[config.mk]
export PLATFORM = sky130hd
export DESIGN_NAME = padctl_cfg_loader
export DESIGN_NICKNAME = d
export VERILOG_FILES = /design/src/rtl/padctl_cfg_loader.sv
export SDC_FILE = /design/constraint.sdc
export NUM_CORES = 1
export LEC_CHECK = 0
export BUFFER_PORTS_ARGS = -buffer_cell sky130_fd_sc_hd__buf_2
export CAP_MARGIN = 20
export CORE_MARGIN = 10
export CORE_UTILIZATION = 50
export DETAILED_ROUTE_END_ITERATION = 7
export HOLD_SLACK_MARGIN = 0.03
export MAX_ROUTING_LAYER = met4
export PLACE_DENSITY = 0.8
export SLEW_MARGIN = 20
export SYNTH_ARGS = -nofsm -noshare
export SYNTH_HDL_FRONTEND = slang
export SYNTH_SLANG_ARGS = --single-unit
[constraint.sdc]
create_clock -name clk_i -period 7.6 [get_ports clk_i]
set_clock_uncertainty 0.15 [all_clocks]
set_input_delay 1.52 -clock clk_i [delete_from_list [all_inputs] [get_ports clk_i]]
set_output_delay 1.52 -clock clk_i [all_outputs]
set_load 0.05 [all_outputs]
[src/rtl/padctl_cfg_loader.sv]
// Serial pad-attribute chain loader: shifts a parallel config word MSB-first on a divided sck, then strobes latch.
// Optional macro PADCTL_CFG_READBACK_EN adds chain readback and the mismatch_o flag.
module padctl_cfg_loader #(
    parameter int NumPads = 16,
    parameter int AttrW   = 4,
    parameter int ClkDiv  = 4
) (
    input  logic                       clk_i,
    input  logic                       rst_i,
    input  logic                       req_i,
    input  logic [NumPads*AttrW-1:0]   cfg_i,
    output logic                       gnt_o,
    input  logic                       abort_i,
    output logic                       busy_o,
    output logic                       done_o,
    output logic                       aborted_o,
    output logic                       pad_cfg_sck_o,
    output logic                       pad_cfg_sdo_o,
    output logic                       pad_cfg_latch_o,
    input  logic                       pad_cfg_sdi_i,
    output logic                       mismatch_o
);

    localparam int NBits = NumPads * AttrW;
    localparam int PhW   = (ClkDiv > 1) ? $clog2(ClkDiv) : 1;
    localparam int BitW  = (NBits > 1) ? $clog2(NBits) : 1;
    localparam logic [PhW-1:0]  PhLast = PhW'(ClkDiv - 1);
    localparam logic [BitW-1:0] BitTop = BitW'(NBits - 1);

    typedef enum logic [1:0] {IDLE, SHIFT, LATCH, DONE} state_t;

    state_t            state, state_nxt;
    logic [NBits-1:0]  shadow;
    logic [PhW-1:0]    phase_cnt;
    logic              sck_hi;
    logic [BitW-1:0]   bit_cnt;
    logic              aborted_q;
    logic              phase_end;
    logic              abort_hit;

    assign phase_end = (phase_cnt == PhLast);
    assign abort_hit = abort_i && (state == SHIFT || state == LATCH);
    assign gnt_o     = req_i && (state == IDLE);

    // NOTE: sequential state uses non-blocking (<=) so every flop samples pre-edge values.
    always_ff @(posedge clk_i or posedge rst_i) begin
        if (rst_i) state <= IDLE;
        else       state <= state_nxt;
    end

    // NOTE: every always_comb output gets a default first so no latch is inferred.
    always_comb begin
        state_nxt = state;
        case (state)
            IDLE:  if (gnt_o) state_nxt = SHIFT;
            SHIFT: begin
                if (abort_i)                                        state_nxt = IDLE;
                else if (phase_end && sck_hi && bit_cnt == '0)      state_nxt = LATCH;
            end
            LATCH: begin
                if (abort_i)        state_nxt = IDLE;
                else if (phase_end) state_nxt = DONE;
            end
            default:                state_nxt = IDLE;
        endcase
    end

    // NOTE: the shadow word is cleared on reset too, so sdo is never driven from unknown data.
    always_ff @(posedge clk_i or posedge rst_i) begin
        if (rst_i) begin
            shadow    <= '0;
            phase_cnt <= '0;
            sck_hi    <= 1'b0;
            bit_cnt   <= '0;
            aborted_q <= 1'b0;
        end else begin
            aborted_q <= abort_hit;
            case (state)
                IDLE: begin
                    if (gnt_o) begin
                        shadow    <= cfg_i;
                        bit_cnt   <= BitTop;
                        phase_cnt <= '0;
                        sck_hi    <= 1'b0;
                    end
                end
                SHIFT: begin
                    if (abort_i) begin
                        phase_cnt <= '0;
                        sck_hi    <= 1'b0;
                    end else if (phase_end) begin
                        phase_cnt <= '0;
                        sck_hi    <= ~sck_hi;
                        // sck falling edge: move to the next lower bit, holding at 0
                        if (sck_hi && bit_cnt != '0) bit_cnt <= bit_cnt - 1'b1;
                    end else begin
                        phase_cnt <= phase_cnt + 1'b1;
                    end
                end
                LATCH: begin
                    if (abort_i || phase_end) phase_cnt <= '0;
                    else                      phase_cnt <= phase_cnt + 1'b1;
                end
                default: ;
            endcase
        end
    end

    always_comb begin
        busy_o          = 1'b0;
        done_o          = 1'b0;
        pad_cfg_sck_o   = 1'b0;
        pad_cfg_sdo_o   = 1'b0;
        pad_cfg_latch_o = 1'b0;
        case (state)
            SHIFT: begin
                busy_o        = 1'b1;
                pad_cfg_sck_o = sck_hi;
                pad_cfg_sdo_o = shadow[bit_cnt];
            end
            LATCH: begin
                busy_o          = 1'b1;
                pad_cfg_latch_o = 1'b1;
            end
            DONE:    done_o = 1'b1;
            default: ;
        endcase
    end

    assign aborted_o = aborted_q;

`ifdef PADCTL_CFG_READBACK_EN
    logic [NBits-1:0] ret_q;
    logic [NBits-1:0] last_cfg;
    logic             mismatch_q;

    // The chain is NBits long, so a full shift returns the previously latched word.
    always_ff @(posedge clk_i or posedge rst_i) begin
        if (rst_i) begin
            ret_q      <= '0;
            last_cfg   <= '0;
            mismatch_q <= 1'b0;
        end else begin
            if (state == SHIFT && !abort_i && phase_end && !sck_hi)
                ret_q <= {ret_q[NBits-2:0], pad_cfg_sdi_i};
            if (gnt_o) begin
                mismatch_q <= 1'b0;
            end else if (state == LATCH && !abort_i && phase_end) begin
                mismatch_q <= (ret_q != last_cfg);
                last_cfg   <= shadow;
            end
        end
    end

    assign mismatch_o = mismatch_q;
`else
    logic unused_sdi;
    assign unused_sdi = pad_cfg_sdi_i;
    assign mismatch_o = 1'b0;
`endif

endmodule

After elaboration in Yosys (flattened, before gate mapping)
Index checks and enable logic that the tools add are counted.
{"block": "word_totals", "register_bits": 76, "in_bits": 69, "elab_cells": 66}
{"block": "classes", "n_addsub": 2, "magnitude_cmp": 1, "n_eq_ne": 11, "n_mux": 27, "bitwise_logic": 1, "reduce_logical": 18}
{"operator": "$mux W6", "n": 4}
{"operator": "$mux W2", "n": 9}
{"operator": "$pmux W2 S3", "n": 2}
{"operator": "$pmux W6 S2", "n": 1}
{"operator": "$mux W1", "n": 9}
{"operator": "$lt A6 B7 Y1 const B", "n": 1}
{"operator": "$bmux W1 S6", "n": 1}
{"operator": "$eq A2 B2 Y1 const B", "n": 3}
{"operator": "$logic_not A6 Y1", "n": 1}
{"operator": "$ne A2 B2 Y1 const B", "n": 3}
{"operator": "$ne A3 B3 Y1 const B", "n": 2}
{"operator": "$reduce_and A3 Y1", "n": 2}
{"operator": "$reduce_bool A6 Y1", "n": 1}
{"operator": "$sub A6 B1 Y6 const B", "n": 1}
{"operator": "$logic_and A1 B1 Y1", "n": 5}
{"operator": "$reduce_and A5 Y1", "n": 1}
{"operator": "$reduce_and A2 Y1", "n": 2}
{"operator": "$ne A3 B2 Y1 const B", "n": 1}
{"operator": "$reduce_bool A3 Y1", "n": 1}
{"operator": "$add A2 B1 Y2 const B", "n": 1}
{"operator": "$eq A2 B1 Y1 const B", "n": 1}
{"operator": "$logic_not A2 Y1", "n": 1}
{"operator": "$logic_or A1 B1 Y1", "n": 2}
{"operator": "$ne A2 B1 Y1 const B", "n": 1}
{"operator": "4 further kinds", "n": 4}

Depth between registers and ports, before layout
{"block": "logic_depth", "word_depth": 6, "depth_mapped": 9, "mapped_depth_nobuf": 7}

Least setup slack after synthesis
Ideal clock, no wire load.
{"block": "synth_timing", "path_kind": "input -> output", "start": "input req_i", "end": "output gnt_o", "arrival_ps": 2348, "required_time_ps": 5930, "path_slack_ps": 3582, "path_stages": 4, "path_cell_list": "nand2_1 -> clkbuf_1 -> buf_2 -> inv_1"}
{"block": "synth_via", "elab_chain_len": 1}
{"item": "start: declaration", "line_no": "10", "text": "input logic req_i,"}
{"item": "$logic_and A1 B1 Y1", "line_no": "43", "text": "assign gnt_o = req_i && (state == IDLE);"}
{"item": "end: declaration", "line_no": "12", "text": "output logic gnt_o,"}
No other way between the ends.

Final worst setup path
{"block": "layout_timing", "start": "register bit_cnt[1]", "end": "output pad_cfg_sdo_o"}
{"block": "layout_via", "elab_chain_len": 3}
{"item": "start: declaration", "line_no": "36", "text": "logic [BitW-1:0] bit_cnt;"}
{"item": "start signal: assignment", "line_no": "82", "text": "bit_cnt <= BitTop;"}
{"item": "start signal: assignment", "line_no": "95", "text": "if (sck_hi && bit_cnt != '0) bit_cnt <= bit_cnt - 1'b1;"}
{"item": "$bmux W1 S6", "line_no": "119", "text": "pad_cfg_sdo_o = shadow[bit_cnt];"}
{"item": "$mux W1 (implied by the code)", "line_no": "119"}
{"item": "$mux W1", "line_no": "115", "text": "case (state)"}
{"item": "end: declaration", "line_no": "18", "text": "output logic pad_cfg_sdo_o,"}
No other way between the ends. The select of a mux whose other input is x is not followed.

==> results.sh <==
export IMPL_worst_setup_path_start_kind="flop"
export IMPL_netlist_instances=278
export IMPL_synth_area_leaders="dfrtp_1 50%, mux2_2 19%, mux4_1 4.2%"
export IMPL_drc=0
export IMPL_synth_main_ff_cell="dfrtp_1"
export IMPL_drive_above_1_share_pct=49.15
export IMPL_relSlewSlack_pct=27.75
export IMPL_dr_pass1_iters=4
export IMPL_pwr_share_comb_pct=34.1
export IMPL_totalWireLength_um=8107
export IMPL_synth_top_area_cell="dfrtp_1"
export IMPL_grt_pass1_wl_um=13390
export IMPL_setup_violations=0
export IMPL_ys_types=47
export IMPL_core_area_um2=7292
export IMPL_fin_area_um2=4397
export IMPL_gr_total_overflow=0
export IMPL_chipWidth_um=107.0
export IMPL_hold_path_class="flop to flop"
export IMPL_hold_buffers=0
export IMPL_tightest_slew_ps=1084
export IMPL_htreeDepth=3
export IMPL_power_share_clock_pct=21.8
export IMPL_ys_warn_count=0
export IMPL_rows=31
export IMPL_synth_top_area_share_pct=50.21
export IMPL_fmax_mhz=215.1
export IMPL_p_switching_uw=479.4
export IMPL_synth_area_um2=3787
export IMPL_dp_cells=435
export IMPL_post_route_period_util_pct=61.17
export IMPL_dpl_cell_area_um2=4179
export IMPL_instances_no_fill=451
export IMPL_cts_root_buf="clkbuf_8"
export IMPL_p_per_area_nw_per_um2=352.8
export IMPL_fin_total_pwr_uw=1551
export IMPL_synth_edf_count=0
export IMPL_dr_first_iter_drc_count=146
export IMPL_peakVddDrop_mv=0.2068
export IMPL_switching_share_pct=30.91
export IMPL_grt_max_degree=77
export IMPL_async_reset_ff_share_pct=100.0
export IMPL_finalHoldViolCount=0
export IMPL_drtAntennaViolNets=0
export IMPL_path_clk_slew_ps=70
export IMPL_leakagePower_uw=0.002071
export IMPL_status="finished clean"
export IMPL_io_pins=77
export IMPL_die_h_um=107.0
export IMPL_critPathKind="flop to primary output"
export IMPL_synthesis_nets=354
export IMPL_cts_buffers=9
export IMPL_pwr_share_seq_pct=44.1
export IMPL_place_congestion=0.7601
export IMPL_finalNetCount=423
export IMPL_p_int_uw=1072
export IMPL_clkLatencyLatePin_ps=350
export IMPL_n_fill_cell=626
export IMPL_cts_tree="yes"
export IMPL_diodes=0
export IMPL_holdWs_ps=348.3
export IMPL_dieArea_um2=11460
export IMPL_antenna_found_initial=0
export IMPL_cts_resized_gates=0
export IMPL_post_drt_wl_per_cell_um=17.98
export IMPL_cp_arrival_ps=2980
export IMPL_drv_cap=0
export IMPL_syn_area_per_cell_um2=13.62
export IMPL_viasPerCell=5.494
export IMPL_cp_end_kind="primary output"
export IMPL_post_synth_top_count_cell="dfrtp_1"
export IMPL_clock_path_buffers=2
export IMPL_fin_setup_tns_ps=0
export IMPL_drv_slew=0
export IMPL_cts_sinks=76
export IMPL_critical_path_required_ps=5930
export IMPL_grt_pass1_vias=2713
export IMPL_post_route_min_period_ps=4649
export IMPL_grt_setup_unrepaired="false"
export IMPL_portBuffers=74
export IMPL_grt_use_total_pct=15.07
export IMPL_cp_max_fo=22
export IMPL_hpwl_um=5801
export IMPL_initial_utilization_pct=51.94
export IMPL_synth_commonest_cells="76 x dfrtp_1, 64 x mux2_2, 13 x nand2_1"
export IMPL_synth_seq_cells=76
export IMPL_yosysSeqAreaShare_pct=50.21
export IMPL_area_growth_pct=16.09
export IMPL_num_vias=2478
export IMPL_post_cts_buffers=0
## path summary, 6_finish.rpt
kind | startpoint | to | slack [ps] | cells after the start
hold reg to reg | shadow[23] | shadow[23] | 350 | 1
hold / removal | shadow[23] | shadow[23] | 350 | 1
min in group asynchronous | rst_i | shadow[57] | 1310 | 3
setup / recovery | bit_cnt[1] | pad_cfg_sdo_o | 2950 | 6
max in group asynchronous | rst_i | state[0] | 5380 | 3
setup reg to reg | bit_cnt[1] | bit_cnt[4] | 4940 | 7
## placed cells by master, fill, tap and decap left out, types with 3 or more instances in the layout
| cell | instances |
|---|---|
| o21ai_0 | 5 |
| nand2_1 | 12 |
| inv_1 | 9 |
| a31oi_1 | 5 |
| a21oi_1 | 6 |
| nand3_1 | 3 |
| buf_2 | 74 |
| mux4_1 | 6 |
| mux2_2 | 64 |
| nor2_1 | 6 |
| mux4_2 | 6 |
| clkbuf_8 | 10 |
| nand2b_1 | 4 |
| mux2i_1 | 11 |
| ha_1 | 7 |
| nor3_1 | 6 |
| dfrtp_1 | 76 |
## critical path, cell delays in order, from the launching register on
cell     delay [ps]
dfrtp_1        1060
mux4_1          680
nor4b_2         230
a211o_1         170
nor4_2           50
a41o_1          210
buf_2           210
## logic make-up after synthesis
| group | synth area share [%] |
|---|---|
| simple gates | 7.664 |
| other cells | 0.09901 |
| flops | 50.21 |
| mux | 29.67 |
| fa+ha+maj | 2.312 |
| buf+inv | 4.163 |
| compound gates | 5.881 |
## through the flow
stage	util (%)	setup slack, ps
after global routing	60.30	2825
after global placement	57.31	3267
after CTS	60.30	2949
after floorplan	-	3582
final	60.30	2951
after detailed placement	57.31	3234
## area by class of cell
cell class | instances | area [um2] | area share (%)
clock buffers | 12 | 145.1 | 3.301
clock inverters | 4 | 72.57 | 1.651
inverters | 10 | 37.54 | 0.8537
multi-input cells | 174 | 1730 | 39.36
flip-flops and latches | 76 | 1902 | 43.26
well taps | 99 | 123.9 | 2.817
repair buffers | 76 | 385.4 | 8.765
## layer usage
layer | vias to the layer above | global-route usage (%) | wire (um)
li1 | 1168 | - | -
met1 | 1245 | 18.30 | 3644
met2 | 53 | 24.21 | 4085
met3 | 12 | 3.353 | 270
met4 | 0 | 5.319 | 107
met5 | - | - | 0
## power by group through the flow
| stage | sequential [uW] | clock, uW | combinational, uW |
|---|---|---|---|
| 6_report | 684 | 338 | 529 |
| 5_1_grt | 704 | 364 | 578 |
| 4_1_cts | 683 | 345 | 535 |
| 3_5_place_dp | 691 | 0 | 533 |
| 3_3_place_gp | 671 | 0 | 518 |
| 2_1_floorplan | 661 | 0 | 437 |
## flip-flops by register name (all words and copies together), names as in the netlist
signal,cells
shadow,64
sck_hi,1
state,2
aborted_o,1
bit_cnt,6
phase_cnt,2
Power figures use the tool's default switching activity.
